<file path="src/rtl/imem_loader_pkg.sv">
// Shared types for the boot-time instruction loader.
// Optional checksum stage is enabled with IMEM_LOADER_CHECKSUM_EN.
package imem_loader_pkg;

    typedef enum logic [2:0] {
        HDR,
        LOAD,
        CSUM,
        DONE,
        ERROR
    } state_t;

    localparam int HDR_BYTES = 4;

endpackage

</file>
<file path="src/rtl/byte_word_assembler.sv">
// Packs four little-endian bytes into a 32-bit word.
// word/word_valid are combinational on the cycle the 4th byte is taken.
module byte_word_assembler
    import imem_loader_pkg::*;
(
    input  logic        clock,
    input  logic        reset,
    input  logic        clear,
    input  logic [7:0]  data,
    input  logic        valid,
    output logic [31:0] word,
    output logic        word_valid
);

    localparam logic [1:0] LAST = 2'(HDR_BYTES - 1);

    logic [1:0]  cnt;
    logic [23:0] shreg;

    assign word       = {data, shreg};
    assign word_valid = valid && (cnt == LAST);

    always_ff @(posedge clock or negedge reset) begin
        if (!reset) begin
            cnt   <= '0;
            shreg <= '0;
        end else if (clear) begin
            cnt   <= '0;
            shreg <= '0;
        end else if (valid) begin
            shreg <= {data, shreg[23:8]};
            cnt   <= cnt + 2'd1;
        end
    end

endmodule

</file>
<file path="src/rtl/imem_loader.sv">
// Loads a length-prefixed LE image into instruction memory, then releases
// the CPU. Define IMEM_LOADER_CHECKSUM_EN to require a trailing checksum.
module imem_loader
    import imem_loader_pkg::*;
#(
    parameter int WIDTH      = 32,
    parameter int IMEM_DEPTH = 512
) (
    input  logic             clock,
    input  logic             reset,
    input  logic [7:0]       rx_data,
    input  logic             rx_valid,
    output logic             rx_ready,
    input  logic             reload,
    output logic             mem_en,
    output logic [WIDTH-1:0] mem_addr,
    output logic [WIDTH-1:0] mem_data,
    output logic             cpu_reset,
    output logic             done,
    output logic             error
);

    state_t state, state_n;

    logic [31:0]      count, count_n;
    logic [WIDTH-1:0] idx, idx_n;
    logic [31:0]      word;
    logic             word_valid;
    logic             take;
    logic             clear;
    logic             wr;

`ifdef IMEM_LOADER_CHECKSUM_EN
    logic [31:0] sum, sum_n;
`endif

    assign take  = rx_valid && rx_ready;
    assign clear = reload && (state == DONE || state == ERROR);

    byte_word_assembler u_asm (
        .clock      (clock),
        .reset      (reset),
        .clear      (clear),
        .data       (rx_data),
        .valid      (take),
        .word       (word),
        .word_valid (word_valid)
    );

    always_comb begin
        state_n = state;
        count_n = count;
        idx_n   = idx;
        wr      = 1'b0;
`ifdef IMEM_LOADER_CHECKSUM_EN
        sum_n   = sum;
`endif
        unique case (state)
            HDR: begin
                if (word_valid) begin
                    count_n = word;
                    idx_n   = '0;
`ifdef IMEM_LOADER_CHECKSUM_EN
                    sum_n   = '0;
                    if (word == 32'd0)
                        state_n = CSUM;
`else
                    if (word == 32'd0)
                        state_n = DONE;
`endif
                    else if (word > 32'(IMEM_DEPTH))
                        state_n = ERROR;
                    else
                        state_n = LOAD;
                end
            end
            LOAD: begin
                if (word_valid) begin
                    wr    = 1'b1;
                    idx_n = idx + 1'b1;
`ifdef IMEM_LOADER_CHECKSUM_EN
                    sum_n = sum + word;
                    if (idx == WIDTH'(count - 32'd1))
                        state_n = CSUM;
`else
                    if (idx == WIDTH'(count - 32'd1))
                        state_n = DONE;
`endif
                end
            end
`ifdef IMEM_LOADER_CHECKSUM_EN
            CSUM: begin
                if (word_valid)
                    state_n = (word == sum) ? DONE : ERROR;
            end
`endif
            DONE, ERROR: begin
                if (reload) begin
                    state_n = HDR;
                    count_n = '0;
                    idx_n   = '0;
                end
            end
            default: state_n = HDR;
        endcase
    end

    always_ff @(posedge clock or negedge reset) begin
        if (!reset) begin
            state     <= HDR;
            count     <= '0;
            idx       <= '0;
            rx_ready  <= 1'b1;
            mem_en    <= 1'b0;
            mem_addr  <= '0;
            mem_data  <= '0;
            cpu_reset <= 1'b1;
            done      <= 1'b0;
            error     <= 1'b0;
        end else begin
            state    <= state_n;
            count    <= count_n;
            idx      <= idx_n;
            rx_ready <= (state_n == HDR) || (state_n == LOAD) ||
                        (state_n == CSUM);
            mem_en   <= wr;
            if (wr) begin
                mem_addr <= idx;
                mem_data <= WIDTH'(word);
            end
            // Release lags DONE entry so the last write lands first
            cpu_reset <= !(state == DONE && state_n == DONE);
            done      <= (state_n == DONE);
            error     <= (state_n == ERROR);
        end
    end

`ifdef IMEM_LOADER_CHECKSUM_EN
    always_ff @(posedge clock or negedge reset) begin
        if (!reset)
            sum <= '0;
        else if (clear)
            sum <= '0;
        else
            sum <= sum_n;
    end
`endif

endmodule
</file>
<file path="config.mk">
export PLATFORM = sky130hd
export DESIGN_NAME = imem_loader
export DESIGN_NICKNAME = d
export VERILOG_FILES = /design/src/rtl/imem_loader_pkg.sv /design/src/rtl/byte_word_assembler.sv /design/src/rtl/imem_loader.sv
export SDC_FILE = /design/constraint.sdc
export NUM_CORES = 1
export LEC_CHECK = 0
export ABC_AREA = 1
export CAP_MARGIN = 20
export CORE_MARGIN = 4
export CORE_UTILIZATION = 49
export DETAILED_ROUTE_END_ITERATION = 16
export PLACE_DENSITY = 0.8
export SLEW_MARGIN = 20
export SYNTH_ARGS = -nofsm -noshare
export SYNTH_HDL_FRONTEND = slang
export SYNTH_HIERARCHICAL = 1
export SYNTH_SLANG_ARGS = --single-unit
</file>
<file path="constraint.sdc">
create_clock -name clock -period 5.15 [get_ports clock]
set_clock_uncertainty 0.05 [all_clocks]
set_input_delay 1.03 -clock clock [delete_from_list [all_inputs] [get_ports clock]]
set_output_delay 1.03 -clock clock [all_outputs]
set_load 0.02 [all_outputs]
</file>
---- Yosys cells after proc, flatten, opt, wreduce, memory -nomap -nowiden ----
Cells that the tools add are included.
storage, ports and cells
  bits of input ports ..................... 12
  word-level logic and storage cells ...... 64
  register bits ........................... 162
operators by class
  add/sub/neg operators ................... 3
  eq/ne operators ......................... 12
  reductions and logical operators ........ 17
  mux-type cells .......................... 19
  magnitude comparators ................... 1
operators by type and width
  cell                                                                      count
  32-bit two-way mux                                                        4
  32-bit case mux with 3 select lines                                       1
  32-bit case mux with 2 select lines                                       1
  24-bit two-way mux                                                        2
  32-bit by 1-bit adder with 32-bit output (second input constant)          1
  32-bit == test                                                            1
  32-bit by 10-bit > comparator with 1-bit output (second input constant)   1
  32-bit logical NOT                                                        1
  32-bit by 1-bit subtractor with 32-bit output (second input constant)     1
  3-bit two-way mux                                                         6
  3-bit by 2-bit == test with 1-bit output (second input constant)          3
  3-bit case mux with 3 select lines                                        1
  3-bit by 1-bit == test with 1-bit output (second input constant)          2
  3-bit == test (second input constant)                                     2
  3-bit logical NOT                                                         2
  1-bit logical AND                                                         4
  2-bit two-way mux                                                         2
  2-bit by 1-bit inequality test with 1-bit output (second input constant)  2
  4-bit AND reduction                                                       1
  2-bit nonzero test                                                        2
  1-bit logical OR                                                          3
  3-bit AND reduction                                                       1
  3-bit nonzero test                                                        1
  2-bit by 1-bit adder with 2-bit output (second input constant)            1
  other kinds (5)                                                           6

---- Longest topological paths before layout ----
Gate-level depths: netlist of the first run.
  word-level depth ........................ 8
  depth in mapped cells ................... 18
  depth with buffers taken out ............ 17

---- Cells and area by module ----
The synthesis of the first run kept the hierarchy.
by module, submodules not included
  module               area an instance (sq um)  cells an instance  seq. area each (sq um)  times used
  imem_loader          7,193.1                   960                3,405.8                 1
  byte_word_assembler  1,265.0                   125                650.6                   1

---- Least setup slack after synthesis of the first run ----
Ideal clock, no wire load.
  path kind ............................... input port to flip-flop
  start point ............................. input port rx_valid
  end point ............................... register idx[12]
  stages on the path ...................... 15
  data required time ...................... 4.963 ns
  arrival ................................. 2.507 ns
  path slack .............................. 2.456 ns
  cell sequence ........................... nand2_1 inv_1 buf_6 buf_6 nand2_1 inv_1 nand3_1 inv_2 o21ai_4 nand2_4 nand2_2 nor2_1 nand2_1 o21ai_0 a22oi_1
on the way
  longest elaborated chain between the ends .. 4
  elaborated cells between the ends (all ways) .. 5
  those cells by class .................... eq/ne: 2; reduce/logical: 3
ends and longest elaborated chain
  item                                                        line                       source
  start, declared                                             imem_loader.sv:12          input logic rx_valid,
  1-bit logical AND (*)                                       imem_loader.sv:37          assign take = rx_valid && rx_ready;
  net take                                                    imem_loader.sv:29          logic take;
  1-bit logical AND (*)                                       byte_word_assembler.sv:21  assign word_valid = valid && (cnt == LAST);
  net word_valid                                              imem_loader.sv:28          logic word_valid;
  2-bit by 1-bit inequality test with 1-bit output (no line)  -
  4-bit AND reduction (no line) (*)                           -
  end signal, assigned                                        imem_loader.sv:123         idx <= idx_n;
  end, declared                                               imem_loader.sv:26          logic [WIDTH-1:0] idx, idx_n;
Mark *: on every way through the listed nets, which the timed path passes. The rest lies on a longest branch.
A chain may end at the register's enable or synchronous reset.

---- Worst setup path after layout of the first run ----
Ends and elaborated chain as after synthesis.

==> results.ini, run 1 <==
[run_status]
status=finished clean

[final_layout]
fill_cells=1506
layout_common_cells=351 x nand2_1, 160 x dfrtp_1, 109 x nor2_1
synthToLayoutAreaGrowth_pct=17.6
nets=1162
drive_above_1_share_pct=8.28
mostFrequentLayoutCell=nand2_1
antenna_cells=0

[sta]
whs_ps=427
setup_viol=0
tns_ps=0
slew_viol_final=0
hold_violations=0
worstMarginPinSlew_ps=901
fin_crit_sh_pct=65.8
worst_slack_ps=1760
slew_headroom_pct=39.9
rsz0062_at_grt=no
fmax_mhz=295
min_period_ps=3390

[logic_synthesis]
synth-main-ff-cell=dfrtp_1
synth_edf_count=0
synthSimpleGateAreaFrac_pct=32.1
synth_xor_xnor_area_share_pct=3.11
syn_area_per_cell_um2=7.80
ys_warn_count=6
syn_area_mm2=0.00846
netlist-cell-type-count=42
synth_compound_gate_area_share_pct=8.58
async_flop_share_pct=100
synthAdderAreaFrac_pct=0.444
synth_top_family_by_area=simple AND/OR/NAND/NOR gates
yosysSeqAreaShare_pct=48.0
synth_mux_area_share_pct=0
syn_inst=1085
ys_ff_latch=162
synthesis.nets=1100

[floorplan]
initial_core_util_pct=50.5
num_rows=47
dieHeight_um=139
die_w_um=139
io_pins=81
die-area_mm2=0.0194
core_area_mm2=0.0168

[worst_hold_path]
min_path_cells=2
min_path_type=flip-flop to flip-flop

[worst_setup_path]
reg2reg_slack_ps=2240
slowest_delay_ps=450
setup.worst_path.start=rx_valid
cp_num_buf_inv=4
crit_top_cell=nand2_1
cp.required_ps=5400
path_max_fanout=62
slowest_stage=clkdlybuf4s50_1
reg2reg_depth=12
crit_cells=13
crit_path_cell_trace=clkdlybuf4s50_1, nand2_1, inv_1, buf_4, nand2_1, inv_1, nand2_4, nand2_4, nand2_2, nor2_1, nand2_1, o21ai_0, a22oi_1
critical_path_arrival_ps=3640
endpoint_kind=flip-flop
r2r_start=rx_ready$_DFF_PN1_
r2r_end=idx[12]$_DFFE_PN0P_
critPathKind=primary input to flip-flop
critPathTopFamily=simple AND/OR/NAND/NOR gates
critPathLaunchType=primary input
critical_path.endpoint=idx[12]$_DFFE_PN0P_

[global_routing]
antenna_found_initial=0
overflow=0
grt_pass1_wl_um=35200
grt_usage_pct=22.4
grt_max_degree=112
grt_pass1_vias=6962

[placement]
dp_hpwl_um=15300
detailedPlace.worstSlack_ps=1290
place_congestion=0.893
port_buffers=80

[clock_network]
post_cts_resized=0
cts.path.max_buffers=2
insertion_delay_ps=440
cts_sinks=162
cts_root_buf=clkbuf_16
cts_max_level=4
numCtsBuffers=17
cts_setup_buffers=0
path_clk_slew_ps=60
holdBufCountCts=0
cts_tree=built

[drt]
ant_nets=0
wirelength_um=21100
post-route-drc-count=0
drtPass1Iterations=5
drt-initial-drc-count=696
viasPerCell=5.28
num_vias=7281
post_drt_wl_per_cell_um=15.3

[power_and_ir_drop]
vdd_ir_drop_max_uv=406
power_density_mw_per_mm2=555
power_leakage_nw=4.84

[run]
cap_violations=0

-- cells by family (layout without fill, tap and decap cells) --
family	after synthesis	after routing
buffers and inverters	151	226
adders and majority gates	3	3
xor gates and xnor gates	30	30
and+or+nand+nor	607	607
AOI/OAI and AO/OA	132	132
DFF	162	162
-- layout make-up --
type / count / area, um2 / area share (%)
Sequential cell: 162 / 4060 / 40.8
Multi-Input combinational cell: 772 / 3740 / 37.7
Timing Repair Buffer: 86 / 850 / 8.54
Clock buffer: 18 / 439 / 4.42
Inverter: 108 / 408 / 4.10
Tap cell: 220 / 275 / 2.77
Clock inverter: 14 / 170 / 1.71
-- tightest hold or removal path, delay by kind of cell, from the launching register on --
family / cells / cell delay [ps]
flip-flops: 1 / 340
AND/OR/NAND/NOR: 2 / 100
-- metrics by stage --
step	util [%]	cell area, um2	instances	power (mW)
floorplan	-	8460	1085	3.48
CTS	59.3	9940	1380	5.54
global route	59.3	9940	1380	5.92
finish	59.3	9940	1380	5.52
global placement	55.7	9330	1348	4.17
detailed placement	55.7	9330	1348	4.22
-- routing by layer --
layer / wire, um / global-route usage (%) / up-vias / part of all wire, %
li1: - / - / 3585 / -
met1: 9670 / 31.4 / 3417 / 46
met2: 9800 / 35.4 / 252 / 46
met3: 1310 / 4.39 / 27 / 6.2
met4: 306 / 6.59 / 0 / 1.5
met5: 0 / 0 / - / 0
-- power by group --
part	internal [mW]	switching (mW)
logic	0.819	1.39
clock network	0.741	0.555
registers	1.65	0.369
-- cells in the mapped netlist, types with 9 or more instances --
cell        n  area, um2
buf_4       9       67.6
dfrtp_1   160       4000
clkbuf_1   18       67.6
nand3_1    54        270
o21ai_0    85        425
nor3_1     22        110
nand4_1    13       81.3
inv_1     102        383
nand2_1   352       1320
nor2_1    109        409
a21oi_1    22        110
nand3_2    20        200
xnor2_1    15        131
xor2_1     15        131
-- how the worst min path moves through the flow --
| stage | from | end | slack [ps] |
|---|---|---|---|
| finish | mem_data[30]$_DFFE_PN0P_ | mem_data[30]$_DFFE_PN0P_ | 430 |
| global route | mem_addr[3]$_DFFE_PN0P_ | mem_addr[3]$_DFFE_PN0P_ | 450 |
| CTS | mem_data[30]$_DFFE_PN0P_ | mem_data[30]$_DFFE_PN0P_ | 430 |
| detailed placement | mem_data[11]$_DFFE_PN0P_ | mem_data[11]$_DFFE_PN0P_ | 410 |
| global placement | u_asm/cnt[1]$_DFFE_PN0P_ | u_asm/cnt[1]$_DFFE_PN0P_ | 410 |
| floorplan | u_asm/cnt[1]$_DFFE_PN0P_ | u_asm/cnt[1]$_DFFE_PN0P_ | 400 |
-- flip-flops by register name, summed over array words and instances, names as in the netlist --
signal       cells
count           32
idx             32
mem_addr        32
mem_data        32
u_asm/shreg     24
state            3
u_asm/cnt        2
cpu_reset        1
done             1
error            1
mem_en           1
rx_ready         1
No activity file was read; power rests on OpenSTA's default activity.
==> inputs of run 2 (changes only) <==
--- a/config.mk
+++ b/config.mk
@@ -10,7 +10,7 @@
 export CORE_MARGIN = 4
 export CORE_UTILIZATION = 49
 export DETAILED_ROUTE_END_ITERATION = 16
-export PLACE_DENSITY = 0.8
+export PLACE_DENSITY = 0.83
 export SLEW_MARGIN = 20
 export SYNTH_ARGS = -nofsm -noshare
 export SYNTH_HDL_FRONTEND = slang
==> constraint.sdc (replaced) <==
create_clock -name clock -period 2.9 [get_ports clock]
set_clock_uncertainty 0.05 [all_clocks]
set_input_delay 0.58 -clock clock [delete_from_list [all_inputs] [get_ports clock]]
set_output_delay 0.58 -clock clock [all_outputs]
set_load 0.02 [all_outputs]
==> run 2 against run 1 <==
Compared with the run above:
- total power rose by 78%
- global-route usage fell by 0.20 points
- count of clock-buffer cells in the layout did not move
- largest cell class unchanged
- critical path depth rose by 1
- largest power group unchanged
- highest routed layer unchanged
- critical endpoint unchanged
- final cell count rose by 0.22%
- design area rose by 0.55%
==> results.ini, run 2 (same netlist as run 1, synthesis figures left out) <==
[drt]
post-route-drc-count=0  ; unchanged
post_drt_wl_per_cell_um=15.2  ; -0.59%
drt-initial-drc-count=623  ; -10%
num_vias=7327  ; +0.63%
wirelength_um=21000  ; -0.37%
viasPerCell=5.30  ; +0.41%
ant_nets=0  ; unchanged
drtPass1Iterations=5  ; unchanged

[power_and_ir_drop]
p_comb_share_pct=40.0  ; about the same
p_seq_share_pct=36.4  ; -0.2 points
p_int_mw=5.78  ; +80%
power_density_mw_per_mm2=985  ; +77%
switchingPower_mw=4.07  ; +76%
swShare_pct=41.3  ; -0.54 points
vdd_ir_drop_max_uv=631  ; +55%
p_clk_share_pct=23.6  ; about the same
power_leakage_nw=4.85  ; +0.24%

[clock_network]
path_clk_slew_ps=60  ; about the same
cts.path.max_buffers=2  ; unchanged
holdBufCountCts=0  ; unchanged
insertion_delay_ps=430  ; about the same
numCtsBuffers=17  ; unchanged
cts_tree=built
cts_sinks=162  ; unchanged
cts_root_buf=clkbuf_16
cts_max_level=4  ; unchanged
cts_setup_buffers=0  ; unchanged
post_cts_resized=0  ; unchanged

[placement]
dpl.cell_count=1351  ; +0.22%
port_buffers=80  ; unchanged
place_congestion=0.918  ; +2.8%
dpl_cell_area_mm2=0.00939  ; +0.64%
dp_hpwl_um=15300  ; about the same

[worst_setup_path]
critical_path.endpoint=idx[12]$_DFFE_PN0P_
crit_path_cell_trace=clkdlybuf4s50_1, nand2_1, inv_1, nand2_1, inv_1, nand3_1, inv_2, o21ai_4, nand2_4, nand2_2, nor2_1, nand2_1, o21ai_0, a22oi_1
cp.required_ps=3150  ; -2250 ps
reg2reg_depth=8  ; -4
r2r_start=state[1]$_DFF_PN0_
path_max_fanout=14  ; -77%
r2r_end=u_asm/shreg[14]$_DFFE_PN0P_
critPathLaunchType=primary input
reg2reg_slack_ps=640  ; -1600 ps
slowest_delay_ps=450  ; about the same
critPathKind=primary input to flip-flop
slowest_stage=clkdlybuf4s50_1
crit_top_cell=nand2_1
setup.worst_path.start=rx_valid
critical_path_arrival_ps=2550  ; -1090 ps
endpoint_kind=flip-flop

[sta]
worstMarginPinSlew_ps=688  ; -214 ps
slew_headroom_pct=54.1  ; +14 points
hold_violations=0  ; unchanged
fmax_mhz=434
slew_viol_final=0  ; unchanged
tns_ps=0  ; unchanged
setup_viol=0  ; unchanged
fin_crit_sh_pct=79.5
rsz0062_at_grt=no
whs_ps=120  ; -306 ps
min_period_ps=2310

[run_status]
status=finished clean

[global_routing]
grt_max_degree=75  ; -33%
grt_pass1_wl_um=35300  ; +0.20%
grt_pass1_vias=7231  ; +3.9%
overflow=0  ; unchanged
antenna_found_initial=0  ; unchanged
grt_usage_pct=22.2  ; -0.20 points

[worst_hold_path]
min_path_type=primary input to async pin

[final_layout]
antenna_cells=0  ; unchanged
drive_above_1_share_pct=8.43  ; +0.15 points
nets=1165  ; +0.26%
fin_cells=1383  ; +0.22%
layout_common_cells=351 x nand2_1, 160 x dfrtp_1, 109 x nor2_1
synthToLayoutAreaGrowth_pct=18.2
fill_cells=1500  ; -0.40%
regArea_mm2=0.00406  ; unchanged
multi_input_area_mm2=0.00374  ; unchanged
mostFrequentLayoutCell=nand2_1
fin_area_mm2=0.0100  ; +0.55%

[floorplan]
io_pins=81  ; unchanged
die_w_um=139  ; unchanged
initial_core_util_pct=50.5  ; unchanged
core_area_mm2=0.0168  ; unchanged
die-area_mm2=0.0194  ; unchanged
num_rows=47  ; unchanged
dieHeight_um=139  ; unchanged

[run]
cap_violations=0  ; unchanged

## run 2: cell types whose count changed in the layout (fill, tap and decap cells not counted)
cell        delta
buf_12         +3
clkinvlp_4     +3
clkbuf_8       -2
clkinv_4       -2
buf_6          +1
bufinv_16      +1
clkbuf_1       +1
clkinv_8       -1
inv_8          -1
## run 2: cell type report
type / count / area share, %
Sequential cell: 162 / 40.6
Clock buffer: 18 / 4.29
Inverter: 108 / 4.08
Tap cell: 220 / 2.75
Multi-Input combinational cell: 772 / 37.5
Clock inverter: 14 / 1.78
Timing Repair Buffer: 89 / 9.07
## run 2: per-layer routing
layer	global-route usage (%)	part of all wire, %
met3	4.80	6.5
met5	0	0
met2	35.0	46
met4	8.29	2.6
met1	30.1	45
## run 2: worst min path at each step
stage	start	endpoint	slack, ps	depth (start not counted)
after CTS	reset	mem_addr[10]$_DFFE_PN0P_	150	1
final	reset	mem_addr[10]$_DFFE_PN0P_	120	1
after global placement	u_asm/cnt[1]$_DFFE_PN0P_	u_asm/cnt[1]$_DFFE_PN0P_	410	2
after floorplan	reset	count[0]$_DFFE_PN0P_	230	0
after global routing	reset	mem_addr[7]$_DFFE_PN0P_	180	1
after detailed placement	mem_data[9]$_DFFE_PN0P_	mem_data[9]$_DFFE_PN0P_	410	2
## run 2: critical path, delay by kind of cell
kind            cells  cell delay [ps]
buf+inv             4              740
compound gates      3              420
simple gates        7              810
## run 2: power by group through the flow
stage,registers [mW],logic (mW),clock network [mW]
finish,3.59,3.94,2.32
global route,3.67,4.45,2.43
CTS,3.57,3.96,2.34
detailed placement,3.60,3.92,0
global placement,3.58,3.84,0
floorplan,3.78,2.39,0
## run 2: per-stage QoR
stage	utilization (%)	worst slack, ps	power, mW
5_1_grt	59.7	307	10.6
6_report	59.7	594	9.85
2_1_floorplan	-	645	6.17
3_3_place_gp	56.0	235	7.42
4_1_cts	59.7	609	9.88
3_5_place_dp	56.0	164	7.52
==> patch, RTL diff (flow settings as in run 1) <==
Build with the macro `IMEM_LOADER_CHECKSUM_EN` defined.
--- a/src/rtl/imem_loader.sv
+++ b/src/rtl/imem_loader.sv
@@ -1,5 +1,7 @@
 // Loads a length-prefixed LE image into instruction memory, then releases
 // the CPU. Define IMEM_LOADER_CHECKSUM_EN to require a trailing checksum.
+`define IMEM_LOADER_CHECKSUM_EN
+
 module imem_loader
     import imem_loader_pkg::*;
 #(
Function: changed (Yosys sat finds a counterexample within 10 cycles, from zero or initial values and one cycle with reset low).
==> patch against run 1 <==
Synthesized area increased by 39%; worst setup slack got worse by 0.21 ns; routed wire length rose by 60%; power is 15% higher; final area is 34% higher; fmax decreased by 5.8%; sequential cell count increased by 32; largest power group unchanged.
==> patch: results (changes against run 1) <==
metric	value	unit	change
critical path arrival	3.84	ns	+0.20 ns
status	completed		
Net Sw Frac	0.419		about the same
largest cells by area after synthesis	dfrtp_1, nand2_1, o21ai_0, inv_1, nor2_1		
number of cells upsized or downsized after cts	0		unchanged
critical path's top delay family	buffers and inverters		
clock network area share	0.0478		-0.0135
gp weighted congestion	0.958		+7.3%
Final Routed Wirelength	33700	um	+60%
syn_nets	1646		+50%
Compound-Gate Fraction of Synth Area	0.117		+0.0314
comb_multi_in	1181		+53%
Non-clk bufs	88		+2.3%
combinational power share	0.408		+0.008
Pre-antenna DRT Iters	6		+1
grt met1 use	0.336		+0.0212
vias per cell	5.54		+5.0%
Leakage	0.00656	uW	+36%
Post-DP Area	12700	um^2	+36%
Finished Core Util	0.568		-0.0253
Signal inverters	170		+57%
met3 Use GR	0.0401		-0.00379
placed cell count	1952		+45%
Commonest cells post-synth	nand2_1, dfrtp_1, inv_1		
post-synthesis adder-cell area fraction	0.0378		+0.0334
critical path's slowest cell	inv_2		
post-synthesis sequential area ratio	0.413		-0.0670
FF+latch count	194		+20%
syn_area_per_cell	7.36	um^2	-5.5%
largest net degree at the start of global routing	79		-29%
gr usage total	0.259		+0.0351
Worst R2R Path Depth	9		-3
Peak VDD IR	0.218	mV	-46%
met2 Usage GRT	0.429		+0.0747
share of layout cells above drive strength 1	0.0505		-0.0323
non-clk buf share	0.0647		-0.0208
Clk pin slew, worst setup/hold paths	0.08	ns	+0.02 ns
1st-iter DRT viols	927		+33%
Max FO, Critical Path	43		-31%
Filler Cell Count	2211		+47%
CP max stage delay	0.92	ns	+0.47 ns
multi-input gate share of total cell area	0.447		+0.0699
n_diodes	0		unchanged
CLK BUF	17		-1
Nets	1699		+46%
met2 wire len	16200	um	+65%
Post-Synth XOR/XNOR Area	0.0384		+0.00730
vias post-DR	11000		+51%
WL met1	14300	um	+48%
worst slew pin tran	0.903	ns	+0.00138 ns
vias in the first global route	10500		+50%
comb pwr	2590	uW	+17%
met3 WL post-DR	1660	um	+26%
die area	26600	um^2	+37%
post-synth cell types	47		+12%
-- patch: cell types whose count changed in the layout (fill, tap and decap cells not counted), moves of 31 or more --
cell,change
inv_1,+63
nor2_1,+51
a21oi_1,+37
o21ai_0,+45
nand3_1,+33
ha_1,+31
dfrtp_1,+32
nand2_1,+133
-- patch: cell families (layout without fill, tap and decap cells) --
logic type | Yosys count | in the layout
xor gates and xnor gates | 50 | 50
and+or+nand+nor | 850 | 850
adders and majority gates | 35 | 35
AOI/OAI and AO/OA | 246 | 246
buffers and inverters | 224 | 290
DFF | 194 | 194
-- patch: final timing paths --
kind | startpoint | slack [ns] | end
min reg2reg | mem_addr[5] | 0.43 | mem_addr[5]
min | mem_addr[5] | 0.43 | mem_addr[5]
max reg2reg | state[1] | 1.68 | idx[4]
max in group asynchronous | reset | 3.51 | sum[13]
max | rx_valid | 1.55 | idx[4]
min in group asynchronous | reset | 0.54 | count[17]
